`src/rtl/note_pattern_sequencer_if.sv`:
```
// Pattern handshake bus between the note sequencer (master) and the judge/display logic (slave).
// idx travels with the pattern so the consumer knows which table entry it is seeing.
interface note_pattern_sequencer_if;
  logic [3:0] pattern;
  logic       valid;
  logic       ready;
  logic [3:0] idx;

  modport master (
    output pattern,
    output valid,
    output idx,
    input  ready
  );

  modport slave (
    input  pattern,
    input  valid,
    input  idx,
    output ready
  );
endinterface

```
`src/rtl/note_pattern_sequencer.sv`:
```
// Steps through a fixed 16-entry lane-pattern table, offering each pattern with a
// valid/ready handshake, and counts beats that expire unaccepted as misses.
module note_pattern_sequencer #(
  parameter int LENGTH   = 16,
  parameter int HOLD_CYC = 8,
  parameter int GAP_CYC  = 4
) (
  input  logic                        clk,
  input  logic                        rst,
  input  logic                        i_start,
  input  logic                        i_stop,
  note_pattern_sequencer_if.master    bus,
  output logic                        o_miss,
  output logic [7:0]                  o_misses,
  output logic                        o_busy,
  output logic                        o_done
);

  typedef enum logic [2:0] {
    S_IDLE,
    S_FETCH,
    S_PRESENT,
    S_GAP,
    S_FINISH
  } state_t;

  localparam logic [3:0]  LAST_IDX  = 4'(LENGTH - 1);
  localparam logic [15:0] HOLD_LAST = 16'(HOLD_CYC - 1);
  localparam logic [15:0] GAP_LAST  = 16'(GAP_CYC - 1);

  state_t      r_state;
  state_t      w_nextState;

  logic [3:0]  r_pattern;
  logic        r_valid;
  logic [3:0]  r_idx;
  logic        r_miss;
  logic [7:0]  r_misses;
  logic        r_busy;
  logic        r_done;
  logic [15:0] r_holdCnt;
  logic [15:0] r_gapCnt;

  logic [3:0]  w_pattern;
  logic        w_valid;
  logic [3:0]  w_idx;
  logic        w_miss;
  logic [7:0]  w_misses;
  logic        w_done;
  logic [15:0] w_holdCnt;
  logic [15:0] w_gapCnt;

  logic [3:0]  w_tablePattern;
  logic        w_abort;
  logic        w_transfer;
  logic        w_expire;
  logic        w_gapDone;

  always_comb begin
    w_tablePattern = 4'h0;
    case (r_idx)
      4'd0:  w_tablePattern = 4'h1;
      4'd1:  w_tablePattern = 4'h2;
      4'd2:  w_tablePattern = 4'h4;
      4'd3:  w_tablePattern = 4'h8;
      4'd4:  w_tablePattern = 4'h3;
      4'd5:  w_tablePattern = 4'hC;
      4'd6:  w_tablePattern = 4'h5;
      4'd7:  w_tablePattern = 4'hA;
      4'd8:  w_tablePattern = 4'h9;
      4'd9:  w_tablePattern = 4'h6;
      4'd10: w_tablePattern = 4'hF;
      4'd11: w_tablePattern = 4'h8;
      4'd12: w_tablePattern = 4'h4;
      4'd13: w_tablePattern = 4'h2;
      4'd14: w_tablePattern = 4'h1;
      4'd15: w_tablePattern = 4'hC;
      default: w_tablePattern = 4'h0;
    endcase
  end

  // A transfer and an expiry on the same edge resolve as a transfer, never a miss.
  assign w_abort    = i_stop && (r_state != S_IDLE);
  assign w_transfer = (r_state == S_PRESENT) && r_valid && bus.ready;
  assign w_expire   = (r_state == S_PRESENT) && (r_holdCnt == HOLD_LAST) && !w_transfer;
  assign w_gapDone  = (r_gapCnt == GAP_LAST);

  always_ff @(posedge clk) begin
    if (rst) begin
      r_state   <= S_IDLE;
      r_pattern <= 4'h0;
      r_valid   <= 1'b0;
      r_idx     <= 4'h0;
      r_miss    <= 1'b0;
      r_misses  <= 8'h00;
      r_busy    <= 1'b0;
      r_done    <= 1'b0;
      r_holdCnt <= 16'h0000;
      r_gapCnt  <= 16'h0000;
    end else begin
      r_state   <= w_nextState;
      r_pattern <= w_pattern;
      r_valid   <= w_valid;
      r_idx     <= w_idx;
      r_miss    <= w_miss;
      r_misses  <= w_misses;
      r_busy    <= (w_nextState != S_IDLE);
      r_done    <= w_done;
      r_holdCnt <= w_holdCnt;
      r_gapCnt  <= w_gapCnt;
    end
  end

  always_comb begin
    w_nextState = r_state;
    if (w_abort) begin
      w_nextState = S_IDLE;
    end else begin
      case (r_state)
        S_IDLE:    if (i_start) w_nextState = S_FETCH;
        S_FETCH:   w_nextState = S_PRESENT;
        S_PRESENT: if (w_transfer || w_expire) w_nextState = S_GAP;
        S_GAP:     if (w_gapDone) w_nextState = (r_idx == LAST_IDX) ? S_FINISH : S_FETCH;
        S_FINISH:  w_nextState = S_IDLE;
        default:   w_nextState = S_IDLE;
      endcase
    end
  end

  // Abort blanks the bus but deliberately leaves idx and the miss count untouched.
  always_comb begin
    w_pattern = r_pattern;
    w_valid   = r_valid;
    w_idx     = r_idx;
    w_miss    = 1'b0;
    w_misses  = r_misses;
    w_done    = 1'b0;
    w_holdCnt = r_holdCnt;
    w_gapCnt  = r_gapCnt;
    if (w_abort) begin
      w_pattern = 4'h0;
      w_valid   = 1'b0;
      w_holdCnt = 16'h0000;
      w_gapCnt  = 16'h0000;
    end else begin
      case (r_state)
        S_IDLE: begin
          if (i_start) begin
            w_idx     = 4'h0;
            w_misses  = 8'h00;
            w_holdCnt = 16'h0000;
            w_gapCnt  = 16'h0000;
          end
        end
        S_FETCH: begin
          w_pattern = w_tablePattern;
          w_valid   = 1'b1;
          w_holdCnt = 16'h0000;
        end
        S_PRESENT: begin
          if (w_transfer || w_expire) begin
            w_pattern = 4'h0;
            w_valid   = 1'b0;
            w_holdCnt = 16'h0000;
            w_gapCnt  = 16'h0000;
            if (w_expire) begin
              w_miss   = 1'b1;
              w_misses = (r_misses == 8'hFF) ? r_misses : r_misses + 8'd1;
            end
          end else begin
            w_holdCnt = r_holdCnt + 16'd1;
          end
        end
        S_GAP: begin
          if (w_gapDone) begin
            w_gapCnt = 16'h0000;
            if (r_idx != LAST_IDX) w_idx = r_idx + 4'd1;
          end else begin
            w_gapCnt = r_gapCnt + 16'd1;
          end
        end
        S_FINISH: begin
          w_done = 1'b1;
        end
        default: begin
          w_pattern = 4'h0;
          w_valid   = 1'b0;
        end
      endcase
    end
  end

  assign bus.pattern = r_pattern;
  assign bus.valid   = r_valid;
  assign bus.idx     = r_idx;
  assign o_miss      = r_miss;
  assign o_misses    = r_misses;
  assign o_busy      = r_busy;
  assign o_done      = r_done;

endmodule

```
`src/flat_wrapper.sv`:
```
// flat-port wrapper written by rule: the top's interface ports become plain ports
module note_pattern_sequencer_flat 
#(
  parameter int LENGTH   = 16,
  parameter int HOLD_CYC = 8,
  parameter int GAP_CYC  = 4
)
  (clk, rst, i_start, i_stop, o_miss, o_misses, o_busy, o_done, bus_pattern, bus_valid, bus_idx, bus_ready);
  note_pattern_sequencer_if bus_i ();
  input  logic clk;
  input  logic rst;
  input  logic i_start;
  input  logic i_stop;
  output logic o_miss;
  output logic [7:0] o_misses;
  output logic o_busy;
  output logic o_done;
  output wire logic [$bits(bus_i.pattern)-1:0] bus_pattern;
  output wire logic [$bits(bus_i.valid)-1:0] bus_valid;
  output wire logic [$bits(bus_i.idx)-1:0] bus_idx;
  input wire logic [$bits(bus_i.ready)-1:0] bus_ready;
  assign bus_pattern = bus_i.pattern;
  assign bus_valid = bus_i.valid;
  assign bus_idx = bus_i.idx;
  assign bus_i.ready = bus_ready;
  note_pattern_sequencer #(.LENGTH(LENGTH), .HOLD_CYC(HOLD_CYC), .GAP_CYC(GAP_CYC)) u_core (.clk(clk), .rst(rst), .i_start(i_start), .i_stop(i_stop), .bus(bus_i), .o_miss(o_miss), .o_misses(o_misses), .o_busy(o_busy), .o_done(o_done));
endmodule
```
`config.mk`:
```
export PLATFORM = sky130hd
export DESIGN_NAME = note_pattern_sequencer_flat
export DESIGN_NICKNAME = d
export VERILOG_FILES = /design/src/rtl/note_pattern_sequencer_if.sv /design/src/rtl/note_pattern_sequencer.sv /design/src/flat_wrapper.sv
export SDC_FILE = /design/constraint.sdc
export NUM_CORES = 1
export LEC_CHECK = 0
export CAP_MARGIN = 20
export CELL_PAD_IN_SITES_DETAIL_PLACEMENT = 0
export CELL_PAD_IN_SITES_GLOBAL_PLACEMENT = 1
export CORE_ASPECT_RATIO = 0.75
export CORE_MARGIN = 5
export CORE_UTILIZATION = 30
export CTS_CLUSTER_SIZE = 8
export DETAILED_ROUTE_END_ITERATION = 8
export DONT_BUFFER_PORTS = 1
export PLACE_DENSITY_LB_ADDON = 0.05
export SLEW_MARGIN = 20
export SYNTH_ARGS = -nofsm -noshare
export SYNTH_HDL_FRONTEND = slang
export SYNTH_SLANG_ARGS = --single-unit
```
`constraint.sdc`:
```
create_clock -name clk -period 3.1 [get_ports clk]
set_input_delay 0.465 -clock clk [delete_from_list [all_inputs] [get_ports clk]]
set_output_delay 0.465 -clock clk [all_outputs]
set_load 0.02 [all_outputs]
```
-- After elaboration in Yosys (flattened, before gate mapping)
Memories as Yosys holds them, arrays and structs flattened. A register that Yosys moved wholly into a read port is not among the register bits.
Cells that the tools add are included.
- bitwise logic cells: 4
- reduce and logical (&&, ||, !) cells: 22
- eq/ne operators: 15
- add/subtract/negate cells: 4
- mux-type cells: 29
- operators by type and width (operator ; number):
    $pmux W16 S3 ; 2
    $mux W16 ; 4
    $add A16 B1 Y16 const B ; 2
    $mux W8 ; 4
    $mux W4 ; 6
    $eq A16 B2 Y1 const B ; 1
    $eq A16 B3 Y1 const B ; 1
    $pmux W8 S2 ; 1
    $mux W3 ; 5
    $pmux W3 S4 ; 1
    $pmux W4 S3 ; 1
    $reduce_bool A3 Y1 ; 4
    $add A8 B1 Y8 const B ; 1
    $eq A8 B8 Y1 const B ; 1
    $pmux W4 S2 ; 1
    $eq A3 B2 Y1 const B ; 2
    $ne A2 B1 Y1 const B ; 3
    $ne A2 B2 Y1 const B ; 3
    $reduce_and A6 Y1 ; 1
    $logic_and A1 B1 Y1 ; 5
    $reduce_and A5 Y1 ; 1
    $add A4 B1 Y4 const B ; 1
    $eq A4 B4 Y1 const B ; 1
    $ne A4 B4 Y1 const B ; 1
    14 further kinds ; 21
- output and inout port bits: 20
- memory bits (read-only): 64
- memories kept: 1
- register bits after elaboration: 55
- input port bits: 5
- memories (name ; depth ; bits a word ; read ports ; clocked after Yosys merged registers in ; wr ports ; line ; source):
    (no name shown) ; 16 ; 4 ; 1 ; 1 ; 0 ; note_pattern_sequencer.sv:61 ; case (r_idx)

-- Logic depth before layout (Yosys ltp)
- depth after elaboration: 10
- mapped depth: 13

-- Least setup slack after synthesis
Ideal clock, no wire load.
- path type: register -> register
- start point: reg u_core.r_gapCnt[0]
- end point: reg, netlist name u_core.w_tablePattern[2]
- stages on the path, launching flop included: 11
- clock period less this slack: 2552 ps
- library setup time: 122 ps
- slack: 548 ps
- arrival: 2430 ps
- cells stage by stage: dfxtp_1 -> ha_1 -> nor4b_1 -> and4_1 -> buf_6 -> a21oi_2 -> or4_1 -> nand2_1 -> inv_1 -> ha_1 -> a221o_1
- cells in the longest elaborated chain, start to end: 5
- ends and longest elaborated chain (what ; line ; source):
    start, declared ; note_pattern_sequencer.sv:42 ; logic [15:0] r_gapCnt;
    start signal, assigned ; note_pattern_sequencer.sv:110 ; r_gapCnt <= w_gapCnt;
    $eq A16 B2 Y1 ; note_pattern_sequencer.sv:86 ; assign w_gapDone = (r_gapCnt == GAP_LAST);
    $ne A2 B1 Y1 (no line) ; - ;
    $reduce_and A5 Y1 (no line) ; - ;
    $mux W4 (no line) (2 in a row) ; - ;
No other way between the ends.
A chain may end at the register's enable or synchronous reset.

-- Worst setup path after layout
- start point: reg u_core.r_gapCnt[0]
- end point: reg, netlist name u_core.w_tablePattern[2]
- cells in the longest elaborated chain, start to end: 5
- ends and longest elaborated chain (what ; line):
    $eq A16 B2 Y1 ; note_pattern_sequencer.sv:86
    $ne A2 B1 Y1 (no line) ; -
    $reduce_and A5 Y1 (no line) ; -
    $mux W4 (no line) (2 in a row) ; -
No other way between the ends.

==> out/metrics.cfg <==
[floorplanning]
core_mm2=0.00912
io-pin-count=25
fp.dieH_um=94.1
die-width_um=122
fp.dieArea_mm2=0.0115
start_util_pct=31.0
rows=30

[routing]
vias=2222
vias_per_cell=4.78
wl_met2_mm=2.65
wl_met3_um=344
finalWirelength_mm=6.42
drtAntennaViolNets=0
first_pass_iters=4
wl_met1_mm=3.38
drt_iter0_drc=121
top_layer=met4
drc_errors=0
drt-wirelength-per-cell_um=13.8

[sta]
min_period_ns=2.82
slew_headroom_pct=57.0
final.period_utilization_pct=91.0
setup_viol=0
fmax_ghz=0.354
worst_pin_slew_ns=0.641
rsz0062_at_grt=false
finalClockSkew_ns=0.00576
hold_viol_final=0
slew_violations=0
tns_ns=0

[synthesis]
yosysSeqAreaShare_pct=41.8
yosysUniqueCellTypes=48
synth_top_cell_area_share_pct=41.8
syn_inst=328
synthArstFlopShare_pct=0
synth_area_mm2=0.00283
yosysWarnings=0
syn-num-nets=341
ys_ff_latch=59
synth_edf_count=0
synth.avg_cell_area_um2=8.62
synth_top_area_cell=dfxtp_1
synthTopCellsByArea=dfxtp_1, nor2_1, xor2_1
synthFlopType=dfxtp_1

[critical_path]
setup.worst_path.start_class=flip-flop
crit_arrival_ns=3.03
critPathKind=reg2reg
crit_required_ns=3.31
end_kind=flip-flop
crit_path_max_fanout=8

[power]
total_power_uw=1890
vdd_ir_drop_max_uv=302
seqPwrFrac_pct=42.4
powerDensity_mw_per_mm2=581
pwr-share-comb_pct=6.6
switching_share_pct=22.6
power_frac_clock_pct=51.0
switching_power_uw=428
leakage_uw=0.00113
intPower_uw=1460

[flow_run]
cap_violations=0

[clocking]
post-cts-setup-buffers=0
cts_tree=built
htree_levels=3
clockBufferDepth=2
clkLatencyLatePin_ns=0.32
cts.sinks=59
clockRootBuffer=clkbuf_16
cts_buffers=9
clk_transition_reported_paths_ns=0.05

[global_route]
gr-total-overflow=0
grt_pass1_wl_mm=10.7
grt_start_max_net_pins=17
antenna_found_initial=0
grt_pass1_vias=2066
grt_util_all_layers_pct=12.0

[placement]
gp_congestion=0.715
hpwl_mm=4.68
placed_area_mm2=0.00296
io_buffers=0

[run_status]
status=finished, final reports clean

[finish]
fin_nets=346
drive_gt1_share_pct=9.50
area_growth_pct=15.3
fin_area_mm2=0.00326
antenna_cells=0

[worst_hold_path]
hold_path.class=in2reg

==> synthesized netlist by cell type, types with 2 or more instances <==
cell and number:
ha_1 8, nor3_1 9, a221oi_1 2, and4_1 4, nor4b_1 2, o21a_1 2, a31oi_1 3, dfxtp_1 59
nor4_1 5, nand4_1 8, nand2b_1 2, xnor2_1 13, buf_2 4, and2_1 2, o211ai_1 2, a211oi_2 2
and3_1 10, inv_1 11, o21ai_0 11, nor3b_1 6, clkbuf_1 4, nor2_1 48, nor2b_1 4, nand2_1 21
nand3_1 15, or2_2 2, or3_1 8, or3b_2 2, buf_6 2, a21oi_1 18, a22oi_1 5, xor2_1 18
==> power by group through the flow <==
stage	Combinational [uW]	Clock, uW	Sequential [uW]
2_1_floorplan	103	0	807
3_3_place_gp	130	0	818
3_5_place_dp	127	0	818
4_1_cts	128	1010	802
5_1_grt	143	1050	804
6_report	125	965	803
==> final timing paths <==
kind / from / to / slack [ns] / cells after the start
max: u_core.r_gapCnt[0]$_SDFFE_PP0P_ / u_core.w_tablePattern[2]$_DFF_P_ / 0.28 / 9
min: rst / u_core.o_misses[1]$_SDFFE_PP0P_ / 0.21 / 1
max reg2reg: u_core.r_gapCnt[0]$_SDFFE_PP0P_ / u_core.w_tablePattern[2]$_DFF_P_ / 0.28 / 9
min reg2reg: u_core.r_holdCnt[1]$_SDFFE_PP0P_ / u_core.r_holdCnt[1]$_SDFFE_PP0P_ / 0.48 / 2
==> final cells by class <==
type	instances	area, um2
flip-flops and latches	59	1180
multi-input cells	247	1540
clock inverters	1	5.00
clock buffers	14	294
fillers	955	5860
inverters	12	45.0
repair buffers	4	30.0
well taps	128	160
==> per-stage QoR <==
| step | worst slack (ns) | cells | utilization (%) | hold WS, ns |
|---|---|---|---|---|
| floorplan | 0.548 | 328 | - | 0.454 |
| global placement | 0.273 | 450 | 32.4 | 0.473 |
| global route | 0.0507 | 465 | 35.7 | 0.186 |
| CTS | 0.204 | 465 | 35.7 | 0.190 |
| finish | 0.279 | 465 | 35.7 | 0.208 |
| detailed placement | 0.231 | 450 | 32.4 | 0.480 |
==> sequential cells by signal (all words and copies together), names as in the netlist <==
register	flops
u_core.o_misses	8
u_core.o_busy	1
u_core.w_tablePattern	4
u_core.bus.idx	4
u_core.r_gapCnt	16
u_core.o_done	1
u_core.bus.valid	1
u_core.bus.pattern	4
u_core.r_holdCnt	16
u_core.r_state	3
u_core.o_miss	1
==> logic make-up (layout without fill, tap and decap cells) <==
| family | Yosys count | in the layout | share of synthesized area [%] |
|---|---|---|---|
| compound gates | 54 | 54 | 12.4 |
| fa+ha+maj | 8 | 8 | 3.54 |
| xor+xnor | 31 | 31 | 9.61 |
| simple gates | 154 | 154 | 29.0 |
| buf+inv | 22 | 31 | 3.63 |
| flops | 59 | 59 | 41.8 |
==> metal layers <==
metal  vias up  GRT usage [%]
met4         0           4.75
met1      1018           16.8
met2        33           16.2
met3         4           4.94
li1       1167              -
met5         -              0
==> cells in the final DEF, fill, tap and decap left out, types with 2 or more instances in the layout <==
master and count:
a21oi_1 18, or3b_2 2, a22oi_1 5, or3_1 8
o21a_1 2, nor4_1 5, and3_1 10, o21ai_0 11
nor2_1 48, ha_1 8, xnor2_1 13, nand4_1 8
a31oi_1 3, nor2b_1 4, o211ai_1 2, clkbuf_16 9
or2_2 2, nand2_1 21, buf_4 4, dfxtp_1 59
and2_1 2, a211oi_2 2, nand3_1 15, nand2b_1 2
nor3_1 9, nor3b_1 6, nor4b_1 2, a221oi_1 2
inv_1 11, clkbuf_8 5, and4_1 3, xor2_1 18
==> critical path, stage by stage (launching register included) <==
cell	delay, ns
dfxtp_1	0.36
ha_1	0.25
nor4b_1	0.23
and4_2	0.37
a21oi_2	0.11
or4_1	0.42
nand2_1	0.18
inv_1	0.10
ha_1	0.34
a221o_1	0.33
==> repair_timing <==
item	4_1_cts	5_1_grt
setup endpoints to repair	0	1
resized for setup	0	1
hold buffers	0	0
(Power assumes the default switching activity.)
